==> src/rtl/inst_fetch_unit.sv <==
// rtl/inst_fetch_unit.sv - MIPS instruction fetch stage: PC, one-outstanding ibus fetch, IF/ID latch
module inst_fetch_unit #(
  parameter int                    ADDR_WIDTH = 32,
  parameter int                    DATA_WIDTH = 32,
  parameter logic [ADDR_WIDTH-1:0] RESET_PC   = 32'hBFC00000
) (
  input  logic                  clk,
  input  logic                  rst,
  input  logic                  stall,
  input  logic                  flush,
  input  logic [ADDR_WIDTH-1:0] flush_pc,
  input  logic                  branch_flag,
  input  logic [ADDR_WIDTH-1:0] branch_addr,
  output logic                  ibus_req,
  output logic [ADDR_WIDTH-1:0] ibus_addr,
  input  logic                  ibus_gnt,
  input  logic                  ibus_rvalid,
  input  logic [DATA_WIDTH-1:0] ibus_rdata,
  output logic                  id_valid,
  output logic [ADDR_WIDTH-1:0] id_addr,
  output logic [DATA_WIDTH-1:0] id_inst
);

  typedef enum logic [1:0] {S_REQ, S_WAIT, S_HOLD} state_t;

  state_t                r_state;
  logic [ADDR_WIDTH-1:0] r_pc;
  logic [ADDR_WIDTH-1:0] r_redirect_addr;
  logic                  r_redirect_pending;
  logic                  r_discard;
  logic [ADDR_WIDTH-1:0] r_hold_addr;
  logic [DATA_WIDTH-1:0] r_hold_inst;
  logic                  r_id_valid;
  logic [ADDR_WIDTH-1:0] r_id_addr;
  logic [DATA_WIDTH-1:0] r_id_inst;

  logic                  w_deliver_wait;
  logic                  w_deliver_hold;
  logic                  w_deliver;
  logic                  w_branch_cap;
  logic [ADDR_WIDTH-1:0] w_next_pc;
  logic [ADDR_WIDTH-1:0] w_deliver_addr;
  logic [DATA_WIDTH-1:0] w_deliver_inst;

  assign w_deliver_wait = (r_state == S_WAIT) && ibus_rvalid && !r_discard && !stall;
  assign w_deliver_hold = (r_state == S_HOLD) && !stall;
  assign w_deliver      = w_deliver_wait || w_deliver_hold;
  assign w_branch_cap   = branch_flag && r_id_valid && !stall;

  // A branch seen while its delay slot is being delivered redirects straight to the target
  assign w_next_pc      = w_branch_cap       ? branch_addr     :
                          r_redirect_pending ? r_redirect_addr :
                                               r_pc + ADDR_WIDTH'(4);
  assign w_deliver_addr = w_deliver_hold ? r_hold_addr : r_pc;
  assign w_deliver_inst = w_deliver_hold ? r_hold_inst : ibus_rdata;

  assign ibus_req  = rst && (r_state == S_REQ);
  assign ibus_addr = r_pc;
  assign id_valid  = r_id_valid;
  assign id_addr   = r_id_addr;
  assign id_inst   = r_id_inst;

  always_ff @(posedge clk or negedge rst) begin
    if (!rst) begin
      r_state            <= S_REQ;
      r_pc               <= RESET_PC;
      r_redirect_addr    <= '0;
      r_redirect_pending <= 1'b0;
      r_discard          <= 1'b0;
      r_hold_addr        <= '0;
      r_hold_inst        <= '0;
      r_id_valid         <= 1'b0;
      r_id_addr          <= '0;
      r_id_inst          <= '0;
    end else if (flush) begin
      r_pc               <= flush_pc;
      r_id_valid         <= 1'b0;
      r_id_inst          <= '0;
      r_redirect_pending <= 1'b0;
      // Drop the response of a transaction already accepted by the bus
      if (((r_state == S_WAIT) && !ibus_rvalid) || ((r_state == S_REQ) && ibus_gnt)) begin
        r_discard <= 1'b1;
        r_state   <= S_WAIT;
      end else begin
        r_discard <= 1'b0;
        r_state   <= S_REQ;
      end
    end else if (w_deliver) begin
      r_id_valid         <= 1'b1;
      r_id_addr          <= w_deliver_addr;
      r_id_inst          <= w_deliver_inst;
      r_pc               <= w_next_pc;
      r_redirect_pending <= 1'b0;
      r_state            <= S_REQ;
    end else begin
      if (!stall) begin
        r_id_valid <= 1'b0;
        r_id_inst  <= '0;
      end
      if (w_branch_cap) begin
        r_redirect_pending <= 1'b1;
        r_redirect_addr    <= branch_addr;
      end
      case (r_state)
        S_REQ: begin
          if (ibus_gnt) r_state <= S_WAIT;
        end
        S_WAIT: begin
          if (ibus_rvalid) begin
            if (r_discard) begin
              r_discard <= 1'b0;
              r_state   <= S_REQ;
            end else begin
              r_hold_addr <= r_pc;
              r_hold_inst <= ibus_rdata;
              r_state     <= S_HOLD;
            end
          end
        end
        S_HOLD: r_state <= S_HOLD;
        default: r_state <= S_REQ;
      endcase
    end
  end

endmodule
==> config.mk <==
export PLATFORM = sky130hd
export DESIGN_NAME = inst_fetch_unit
export DESIGN_NICKNAME = d
export VERILOG_FILES = /design/src/rtl/inst_fetch_unit.sv
export SDC_FILE = /design/constraint.sdc
export NUM_CORES = 1
export LEC_CHECK = 0
export CORE_AREA = 2 2 122 124
export DETAILED_ROUTE_END_ITERATION = 10
export DIE_AREA = 0 0 124 126
export DONT_BUFFER_PORTS = 1
export PLACE_DENSITY = 0.83
export SLEW_MARGIN = 20
export SYNTH_ARGS = -nofsm -noshare
export SYNTH_HDL_FRONTEND = slang
export SYNTH_SLANG_ARGS = --single-unit
==> constraint.sdc <==
create_clock -name clk -period 3.6 [get_ports clk]
set_clock_uncertainty 0.2 [all_clocks]
set_input_delay 0.72 -clock clk [delete_from_list [all_inputs] [get_ports clk]]
set_output_delay 0.72 -clock clk [all_outputs]
set_load 0.01 [all_outputs]
==> results of run 1 <==
[layout by cell type, fill, tap and decap left out, drive strengths merged, types with 10 or more instances in the layout]
master and count:
a21oi 30, buf 10, clkbuf 23, dfrtp 188, inv 12, mux2 90
mux2i 72, nand2 130, nand3 22, nand4 14, nor2 26, nor3 19
o21ai 92, o31ai 12
[logic make-up (layout without fill, tap and decap cells)]
group	count (synthesis)	count (layout)
buffers and inverters	81	52
xor gates and xnor gates	12	12
and+or+nand+nor	253	253
AOI/OAI and AO/OA	193	193
DFF	197	197
muxes	162	162
adders and majority gates	1	1
[routing by layer]
metal  share of wire  vias up
met4           0.017        0
met2            0.49      296
li1                -     3128
met3            0.10       42
met5               0        -
met1            0.39     3503
[area by class of cell]
cell class / instances / share of cell area
repair buffers: 10 / 0.00741
flip-flops and latches: 197 / 0.488
well taps: 184 / 0.0227
clock inverters: 8 / 0.00988
inverters: 11 / 0.00407
clock buffers: 23 / 0.0462
multi-input cells: 621 / 0.422
[path summary, 6_finish.rpt]
kind                                 start         endpoint  slack [ns]  cells after the start
max                           ibus_addr[2]    ibus_addr[18]        0.76                      6
min                                    rst  r_hold_inst[17]       -0.22                      0
max reg2reg                   ibus_addr[2]    ibus_addr[18]        0.76                      6
min reg2reg                r_hold_addr[30]  r_hold_addr[30]        0.29                      2
max in group asynchronous              rst    ibus_addr[22]        3.06                      0
min in group clk                     flush    ibus_addr[28]        0.17                      1
[power by group]
part,internal [W],leakage [nW],switching (W)
logic,0.000518,1.47,0.000395
clock network,0.00106,0.277,0.000803
registers,0.00289,2.50,0.000600
total,0.00447,4.25,0.00180
[flip-flops by register name, summed over array words and instances (netlist names)]
register / cells
ibus_addr: 32
id_addr: 32
id_inst: 32
r_hold_addr: 32
r_hold_inst: 32
r_redirect_addr: 32
r_state: 2
id_valid: 1
r_discard: 1
r_redirect_pending: 1
[critical path, cell delays in order, from the launching register on]
cell	delay (ns)
sky130_fd_sc_hd__dfrtp_1	0.55
sky130_fd_sc_hd__ha_1	0.28
sky130_fd_sc_hd__nand4_1	0.37
sky130_fd_sc_hd__nor4_2	0.68
sky130_fd_sc_hd__and4_1	0.27
sky130_fd_sc_hd__nor3_1	0.05
sky130_fd_sc_hd__a221o_1	0.32
[metrics by stage]
| step | area (um2) | hold slack, ns |
|---|---|---|
| CTS | 10100 | -0.229 |
| finish | 10100 | -0.216 |
| global placement | 9570 | 0.229 |
| global route | 10100 | -0.233 |
| detailed placement | 9570 | 0.229 |
| floorplan | 9520 | 0.224 |
==> results.txt, run 1 <==
----------------------------------------------------
[Run status]
  Failing checks ... negative hold slack
  Result of the run ... complete, but fails checks

[Timing]
  Relative max-transition margin ... 0.267
  Finish-stage setup viols ... 0
  Hold WS ... -0.216 ns
  Time the final worst path needs with I/O delays and setup ... 2.84 ns
  Final clock period utilization by the worst path ... 0.789
  Slew at the pin closest to its max-slew limit ... 1.10 ns
  TNS Setup ... 0 ns
  Number of pins with negative max-slew slack in the final report ... 0
  Worst setup margin ... 0.758 ns
  Unrepaired setup endpoints after global routing ... no
  Fin. Hold Viols ... 188
  Highest attainable clock frequency ... 352 MHz

[Global route]
  Total routing resource utilization after global routing ... 0.306
  Layer with the highest usage after global routing ... met2
  Number of antenna violations at the first check in global routing ... 0
  M2 GR Usage ... 0.506
  Met3 usage in global routing ... 0.107
  Maximum number of pins on one net before global-route repair ... 199
  Global route total overflow ... 0
  Vias in the first global route ... 7060
  Wire length of the first global-routing pass ... 37.0 mm
  Met1 Track Usage GR ... 0.381

[Drt]
  Average via count per standard cell ... 6.61
  Detailed-route wire length per cell ... 22.2 um
  ANT nets after route ... 0
  DR DRC count ... 0
  Wirelength, routed ... 23.4 mm
  Number of design-rule violations left by the first detailed-router iteration ... 522
  Total via count after detailed routing ... 6969
  First drt pass iteration count ... 5

[Cells and area]
  Multi-input combinational cell area ... 4280 um2
  Ant diodes ... 0
  Final Instance Count excl. Fillers ... 1054
  Final core utilization ... 0.708
  Sequential cell area in the final layout ... 4940 um2
  Final net count ... 962
  Fillcell total ... 1030
  Share of final-layout standard cells stronger than drive strength 1 ... 0.170
  Area grow syn2layout ... 6.45%

[Placed design]
  Worst slack after detailed placement ... 0.813 ns
  Routability cong. ... 0.845
  Placed cell count ... 1023
  Placed wire-length estimate after detailed placement ... 15.5 mm
  Port Buffer Count ... 0

[Synth]
  Synthesized-area fraction occupied by adder cells ... 0.00131
  Simple logic cell fraction of the synthesized area ... 0.127
  Total of flip-flops plus latches after synthesis ... 197
  Yosys warnings ... 0
  Async set-reset flop share out of synthesis ... 1.00
  Most used flip-flop cell after synthesis ... sky130_fd_sc_hd__dfrtp_1
  Net count after synthesis ... 1003
  Number of different library cells in the post-synthesis netlist ... 60
  Share of synthesized area spent on multiplexers ... 0.182
  Portion of the post-synthesis area used by sequential elements ... 0.519
  Synthesized instance count ... 899
  Post-synthesis cell area ... 9520 um2
  Synth Area in Compound Gates ... 0.124
  Area leader, netlist ... sky130_fd_sc_hd__dfrtp_1
  Mapped Avg Cell Area ... 10.6 um2
  Share of the synthesized area in the top cell type ... 0.494
  Parity-gate share of the synthesized area counting xor and xnor cells ... 0.0110
  Top cell types by occurrence after synthesis ... 188 x sky130_fd_sc_hd__dfrtp_1, 130 x sky130_fd_sc_hd__nand2_1, 92 x sky130_fd_sc_hd__o21ai_0
  Main combinational cell family by area after synthesis ... multiplexers
  Most common cell in the synthesized netlist ... sky130_fd_sc_hd__dfrtp_1
  Number of enable flip-flop cells after synthesis ... 0
  Top cells by area, synth ... sky130_fd_sc_hd__dfrtp_1 49%, sky130_fd_sc_hd__mux2_2 11%, sky130_fd_sc_hd__mux2i_1 7.6%

[Die]
  Area enclosed by the die boundary ... 15600 um2
  Total number of placement rows ... 44
  Die outline height ... 126 um
  Chip Width ... 124 um
  Core box area ... 14300 um2
  Num ports ... 201
  Initial core utilization ... 0.665

[Critical path]
  Start-to-end type of the worst setup path ... reg2reg
  Critical path arrival ... 2.95 ns
  Worst path required time ... 3.71 ns
  Category of the worst setup path launch point ... register
  Type of destination of the critical path ... register
  Critical-path maximum fanout ... 9

[Clock tree]
  Root buf cell ... sky130_fd_sc_hd__clkbuf_16
  Post-CTS Repair Setup Buffers ... 0
  CTS HTree Levels ... 4
  Number of instances resized during post-cts repair ... 0
  Clk_lat worst skew ... 0.43 ns
  CTS clock-pin slew for the worst setup and hold paths ... 0.07 ns
  Clock buffers created by TritonCTS ... 17
  Sinks on Clock Net ... 197
  Clock tree from TritonCTS ... built
  Clock Path Buffers ... 2

[Job]
  Max-cap violations ... 0

[Power]
  Pwr/cell area ... 618 nW/um2
  Peak supply drop ... 0.368 mV
  Leakage power of the design ... 4.25 nW
  Total design power ... 0.00626 W

[Min path]
  Classification of the worst-slack hold path ... in2async

----------------------------------------------------
Note: power is estimated with default switching activity, not from simulation.
==> run 2: changes to the inputs <==
--- a/config.mk
+++ b/config.mk
@@ -5,11 +5,11 @@
 export SDC_FILE = /design/constraint.sdc
 export NUM_CORES = 1
 export LEC_CHECK = 0
-export CORE_AREA = 2 2 122 124
+export CORE_AREA = 2 2 125 127
 export DETAILED_ROUTE_END_ITERATION = 10
-export DIE_AREA = 0 0 124 126
+export DIE_AREA = 0 0 127 129
 export DONT_BUFFER_PORTS = 1
-export PLACE_DENSITY = 0.83
+export PLACE_DENSITY = 0.79
 export SLEW_MARGIN = 20
 export SYNTH_ARGS = -nofsm -noshare
 export SYNTH_HDL_FRONTEND = slang
==> constraint.sdc (replaced) <==
create_clock -name clk -period 2.9 [get_ports clk]
set_clock_uncertainty 0.2 [all_clocks]
set_input_delay 0.58 -clock clk [delete_from_list [all_inputs] [get_ports clk]]
set_output_delay 0.58 -clock clk [all_outputs]
set_load 0.01 [all_outputs]
==> run 2 against run 1 <==
Effect of this change:
- the run still ends with negative hold slack left
- flip-flop and latch count unchanged
- first-iteration DRC count up 1.5%
- sequential power up 23%
- power up 28%
- clock power up 34%
- global-route usage down 1.0 points
- critical path type unchanged
- die area up 4.9%
==> results.txt, run 2 (same netlist as run 1, synthesis figures left out) <==
----------------------------------------------------
[Power]
  Pwr/cell area ... 770 nW/um2
  Leakage power of the design ... 4.37 nW
  Peak supply drop ... 0.435 mV

[Die]
  Total number of placement rows ... 45
  Chip Width ... 127 um
  Die outline height ... 129 um
  Core box area ... 15000 um2
  Initial core utilization ... 0.636
  Area enclosed by the die boundary ... 16400 um2
  Num ports ... 201

[Clock tree]
  Sinks on Clock Net ... 197
  CTS clock-pin slew for the worst setup and hold paths ... 0.08 ns
  Clk_lat worst skew ... 0.44 ns
  Number of instances resized during post-cts repair ... 0
  Clock Path Buffers ... 2
  Root buf cell ... sky130_fd_sc_hd__clkbuf_16
  Clock buffers created by TritonCTS ... 17
  Post-CTS Repair Setup Buffers ... 0
  Clock tree from TritonCTS ... built
  CTS HTree Levels ... 4

[Drt]
  Average via count per standard cell ... 6.54
  First drt pass iteration count ... 5
  Total via count after detailed routing ... 7039
  Detailed-route wire length per cell ... 22.2 um
  ANT nets after route ... 0
  DR DRC count ... 0
  Wirelength, routed ... 23.9 mm
  Number of design-rule violations left by the first detailed-router iteration ... 530

[Cells and area]
  Area grow syn2layout ... 9.03%
  Commonest cells after routing, fill and taps aside ... 188 x sky130_fd_sc_hd__dfrtp_1, 130 x sky130_fd_sc_hd__nand2_1, 92 x sky130_fd_sc_hd__o21ai_0, 89 x sky130_fd_sc_hd__mux2_2, 72 x sky130_fd_sc_hd__mux2i_1
  Commonest non-fill, non-tap cell in the layout ... sky130_fd_sc_hd__dfrtp_1
  Final Instance Count excl. Fillers ... 1077
  Ant diodes ... 0
  Final net count ... 980
  Share of final-layout standard cells stronger than drive strength 1 ... 0.192

[Critical path]
  Critical path depth ... 5
  Endpoint of the most critical register-to-register path ... ibus_addr[24]
  Type of destination of the critical path ... register
  Top Family by Delay on Critical Path ... simple AND/OR/NAND/NOR gates
  Maximum single-stage delay on the critical path ... 0.59 ns
  Cell count of the worst reg-to-reg path ... 5
  Critical Path Start ... ibus_addr[8]
  Standard cell with the maximum stage delay on the critical path ... sky130_fd_sc_hd__or4_4
  Critical path arrival ... 2.74 ns
  Start-to-end type of the worst setup path ... reg2reg
  Critical-path maximum fanout ... 8
  Register-to-Register Setup Slack ... 0.32 ns
  Combined buffer and inverter count along the critical path ... 0
  Worst R2R Start ... ibus_addr[8]
  Category of the worst setup path launch point ... register
  Worst path required time ... 3.06 ns
  Series of cell instances along the critical path ... nand3_1, or4_4, nor4_2, mux2_1, o221a_1
  Endpoint of the worst setup timing path ... ibus_addr[24]

[Global route]
  Wire length of the first global-routing pass ... 37.7 mm
  Maximum number of pins on one net before global-route repair ... 199
  Global route total overflow ... 0
  Total routing resource utilization after global routing ... 0.296
  Vias in the first global route ... 7146
  Number of antenna violations at the first check in global routing ... 0

[Run status]
  Result of the run ... complete, but fails checks
  Failing checks ... negative hold slack

[Timing]
  Relative max-transition margin ... 0.575
  Highest attainable clock frequency ... 388 MHz
  TNS Setup ... 0 ns
  Hold WS ... -0.365 ns
  Time the final worst path needs with I/O delays and setup ... 2.58 ns
  Finish-stage setup viols ... 0
  Number of pins with negative max-slew slack in the final report ... 0
  Fin. Hold Viols ... 197
  Unrepaired setup endpoints after global routing ... no
  Final clock period utilization by the worst path ... 0.889
  Slew at the pin closest to its max-slew limit ... 0.633 ns

[Placed design]
  Routability cong. ... 0.884
  Placed cell count ... 1045
  Port Buffer Count ... 0
  Placed wire-length estimate after detailed placement ... 16.4 mm

[Job]
  Max-cap violations ... 0

[Min path]
  Classification of the worst-slack hold path ... in2async

----------------------------------------------------
[run 2: cell types whose count changed in the layout (fill, tap and decap cells not counted), moves of 2 or more]
cell / delta
sky130_fd_sc_hd__buf_4: +15
sky130_fd_sc_hd__clkbuf_1: -4
sky130_fd_sc_hd__buf_12: +3
sky130_fd_sc_hd__clkinv_2: -3
sky130_fd_sc_hd__inv_6: +3
sky130_fd_sc_hd__clkinv_4: +2
sky130_fd_sc_hd__inv_8: +2
[run 2: final cells by class]
cell class / count / area [um2]
fill: 1127 / 4600
timing repair buffer: 28 / 248
clock inverter: 14 / 189
tap: 188 / 235
sequential: 197 / 4940
inverter: 11 / 41.3
multi-input combinational: 621 / 4290
clock buffer: 18 / 439
[run 2: through the flow]
step | worst slack (ns) | power (W) | utilization | instance area, um2
2_1_floorplan | 0.531 | 0.00514 | - | 9520
3_3_place_gp | 0.427 | 0.00539 | 0.651 | 9750
3_5_place_dp | 0.366 | 0.00555 | 0.651 | 9750
4_1_cts | 0.353 | 0.00802 | 0.693 | 10400
5_1_grt | 0.259 | 0.00837 | 0.693 | 10400
6_report | 0.322 | 0.00799 | 0.693 | 10400
[run 2: worst reg2reg max path: cells and delay by family (launching register included)]
| family | cells | cell delay, ns |
|---|---|---|
| compound gates | 1 | 0.24 |
| simple gates | 3 | 1.17 |
| mux | 1 | 0.36 |
| flops | 1 | 0.54 |
[run 2: how the worst min path moves through the flow]
stage	start	end	slack [ns]
5_1_grt	rst	id_inst[15]	-0.38
2_1_floorplan	rst	ibus_addr[0]	0.08
3_3_place_gp	rst	id_inst[15]	0.09
4_1_cts	rst	id_inst[15]	-0.38
3_5_place_dp	rst	id_inst[15]	0.09
6_report	rst	id_inst[15]	-0.36
[run 2: report_power, final]
part           internal (W)  leakage (nW)  switching, W
clock network       0.00141         0.302       0.00109
logic              0.000665          1.58      0.000531
registers           0.00359          2.50      0.000712
[run 2: per-layer routing]
metal | global-route usage | up-vias | routed length (um) | share of wire
met5 | 0 | - | 0 | 0
met4 | 0.0886 | 0 | 388 | 0.016
met3 | 0.101 | 41 | 2410 | 0.10
met2 | 0.493 | 331 | 11700 | 0.49
met1 | 0.370 | 3503 | 9410 | 0.39
li1 | - | 3164 | - | -
==> run 3: changes to the inputs <==
--- a/config.mk
+++ b/config.mk
@@ -5,9 +5,9 @@
 export SDC_FILE = /design/constraint.sdc
 export NUM_CORES = 1
 export LEC_CHECK = 0
-export CORE_AREA = 2 2 125 127
+export CORE_AREA = 2 2 115 139
 export DETAILED_ROUTE_END_ITERATION = 10
-export DIE_AREA = 0 0 127 129
+export DIE_AREA = 0 0 117 141
 export DONT_BUFFER_PORTS = 1
 export PLACE_DENSITY = 0.79
 export SLEW_MARGIN = 20
==> run 3 against run 2 <==
Effect of this change:
- the run still ends with negative hold slack left
- clock power shrank 6%
- global-route usage grew 0.18 points
- maximum frequency grew 2.4%
- utilization shrank 1.4 points
- die area grew 0.70%
- non-clock buffer count grew 4
- first-iteration DRC count grew 3.4%
- worst hold slack lost 0.0012 ns
- largest cell class unchanged
- highest routed layer unchanged
==> results.txt, run 3 (same netlist as run 1, synthesis figures left out) <==
----------------------------------------------------
[Critical path]
  Combined buffer and inverter count along the critical path ... 0
  Top Family by Delay on Critical Path ... simple AND/OR/NAND/NOR gates
  Register-to-Register Setup Slack ... 0.38 ns
  Maximum single-stage delay on the critical path ... 0.60 ns
  Start-to-end type of the worst setup path ... reg2reg
  Standard cell with the maximum stage delay on the critical path ... sky130_fd_sc_hd__or4_4
  Series of cell instances along the critical path ... nand4_4, or4_4, nor4_2, mux2_1, o221a_1
  Category of the worst setup path launch point ... register
  Critical path arrival ... 2.68 ns
  Type of destination of the critical path ... register
  Worst path required time ... 3.06 ns
  Critical-path maximum fanout ... 7

[Clock tree]
  Sinks on Clock Net ... 197
  Clock buffers created by TritonCTS ... 17
  Root buf cell ... sky130_fd_sc_hd__clkbuf_16
  CTS HTree Levels ... 4
  Clock Path Buffers ... 2
  Clk_lat worst skew ... 0.43 ns
  CTS clock-pin slew for the worst setup and hold paths ... 0.07 ns
  Clock tree from TritonCTS ... built

[Placed design]
  Placed cell count ... 1068
  Port Buffer Count ... 0
  Placed wire-length estimate after detailed placement ... 16.4 mm
  Routability cong. ... 0.871

[Cells and area]
  Final net count ... 984
  Final Instance Count excl. Fillers ... 1101
  Fillcell total ... 1175
  Commonest non-fill, non-tap cell in the layout ... sky130_fd_sc_hd__dfrtp_1
  Share of final-layout standard cells stronger than drive strength 1 ... 0.194
  Area grow syn2layout ... 9.25%
  Commonest cells after routing, fill and taps aside ... 188 x sky130_fd_sc_hd__dfrtp_1, 130 x sky130_fd_sc_hd__nand2_1, 92 x sky130_fd_sc_hd__o21ai_0, 89 x sky130_fd_sc_hd__mux2_2, 72 x sky130_fd_sc_hd__mux2i_1
  Final core utilization ... 0.679
  Ant diodes ... 0

[Timing]
  Highest attainable clock frequency ... 397 MHz
  Relative max-transition margin ... 0.542
  Fin. Hold Viols ... 197
  TNS Setup ... 0 ns
  Hold WS ... -0.366 ns
  Number of pins with negative max-slew slack in the final report ... 0
  Unrepaired setup endpoints after global routing ... no
  Time the final worst path needs with I/O delays and setup ... 2.52 ns
  Final clock period utilization by the worst path ... 0.868
  Finish-stage setup viols ... 0
  Slew at the pin closest to its max-slew limit ... 0.681 ns

[Die]
  Initial core utilization ... 0.621
  Num ports ... 201
  Die outline height ... 141 um
  Area enclosed by the die boundary ... 16500 um2
  Total number of placement rows ... 50
  Chip Width ... 117 um
  Core box area ... 15300 um2

[Drt]
  First drt pass iteration count ... 5
  Total via count after detailed routing ... 7017
  Number of design-rule violations left by the first detailed-router iteration ... 548
  Wirelength, routed ... 24.1 mm
  Average via count per standard cell ... 6.37
  Detailed-route wire length per cell ... 21.9 um
  ANT nets after route ... 0
  DR DRC count ... 0

[Global route]
  Total routing resource utilization after global routing ... 0.298
  Maximum number of pins on one net before global-route repair ... 199
  Vias in the first global route ... 7213
  Number of antenna violations at the first check in global routing ... 0
  Wire length of the first global-routing pass ... 37.7 mm
  Global route total overflow ... 0

[Job]
  Max-cap violations ... 0

[Power]
  Peak supply drop ... 0.476 mV
  Leakage power of the design ... 4.38 nW
  Pwr/cell area ... 755 nW/um2

[Run status]
  Failing checks ... negative hold slack
  Result of the run ... complete, but fails checks

[Min path]
  Classification of the worst-slack hold path ... in2async

----------------------------------------------------
==> run 3: cell count changes in the layout (fill, tap and decap cells not counted), sizes merged <==
cell and change:
inv -5, clkinv +4, clkbuf +3, buf +4, clkinvlp -1, bufinv -1
==> run 3: final cells by class <==
cell class / instances / area (um2) / area share
sequential: 197 / 4940 / 0.475
timing repair buffer: 32 / 285 / 0.0274
multi-input combinational: 621 / 4290 / 0.412
tap: 208 / 260 / 0.0250
inverter: 11 / 41.3 / 0.00397
clock inverter: 11 / 126 / 0.0121
clock buffer: 21 / 460 / 0.0443
==> run 3: power by group <==
| group | internal, W | leakage, nW | switching (W) | total, W |
|---|---|---|---|---|
| sequential | 0.00359 | 2.50 | 0.000708 | 0.00430 |
| combinational | 0.000673 | 1.60 | 0.000538 | 0.00121 |
| clock | 0.00132 | 0.287 | 0.00103 | 0.00235 |
| total | 0.00558 | 4.38 | 0.00227 | 0.00785 |
==> run 3: what timing repair did <==
action | 4_1_cts | 5_1_grt
gates resized for setup | 0 | 0
hold endpoints to repair | 197 | 197
setup buffers | 0 | 0
endpoints found under the setup margin | 0 | 0
==> run 3: metrics by stage <==
| stage | area (um2) | hold slack (ns) | worst slack (ns) | power (W) |
|---|---|---|---|---|
| CTS | 10400 | -0.375 | 0.251 | 0.00789 |
| finish | 10400 | -0.366 | 0.383 | 0.00785 |
| floorplan | 9520 | 0.0844 | 0.531 | 0.00514 |
| global route | 10400 | -0.384 | 0.239 | 0.00824 |
| global placement | 9800 | 0.0892 | 0.194 | 0.00540 |
| detailed placement | 9800 | 0.0885 | 0.123 | 0.00556 |
==> run 3: path summary, 6_finish.rpt <==
check,end,from,cells past startpoint
worst min-delay path,id_inst[17],rst,0
max in group asynchronous,ibus_addr[26],rst,0
worst min register to register,r_hold_addr[30],r_hold_addr[30],2
worst max-delay path,ibus_addr[24],ibus_addr[12],5
worst max register to register,ibus_addr[24],ibus_addr[12],5
min in group clk,r_state[0],ibus_rvalid,1
==> run 3: layer usage <==
layer / track usage / up-vias / part of all wire
met5: 0 / - / 0
met4: 0.140 / 0 / 0.030
met3: 0.0985 / 50 / 0.099
met2: 0.492 / 305 / 0.50
met1: 0.348 / 3498 / 0.37
li1: - / 3164 / -
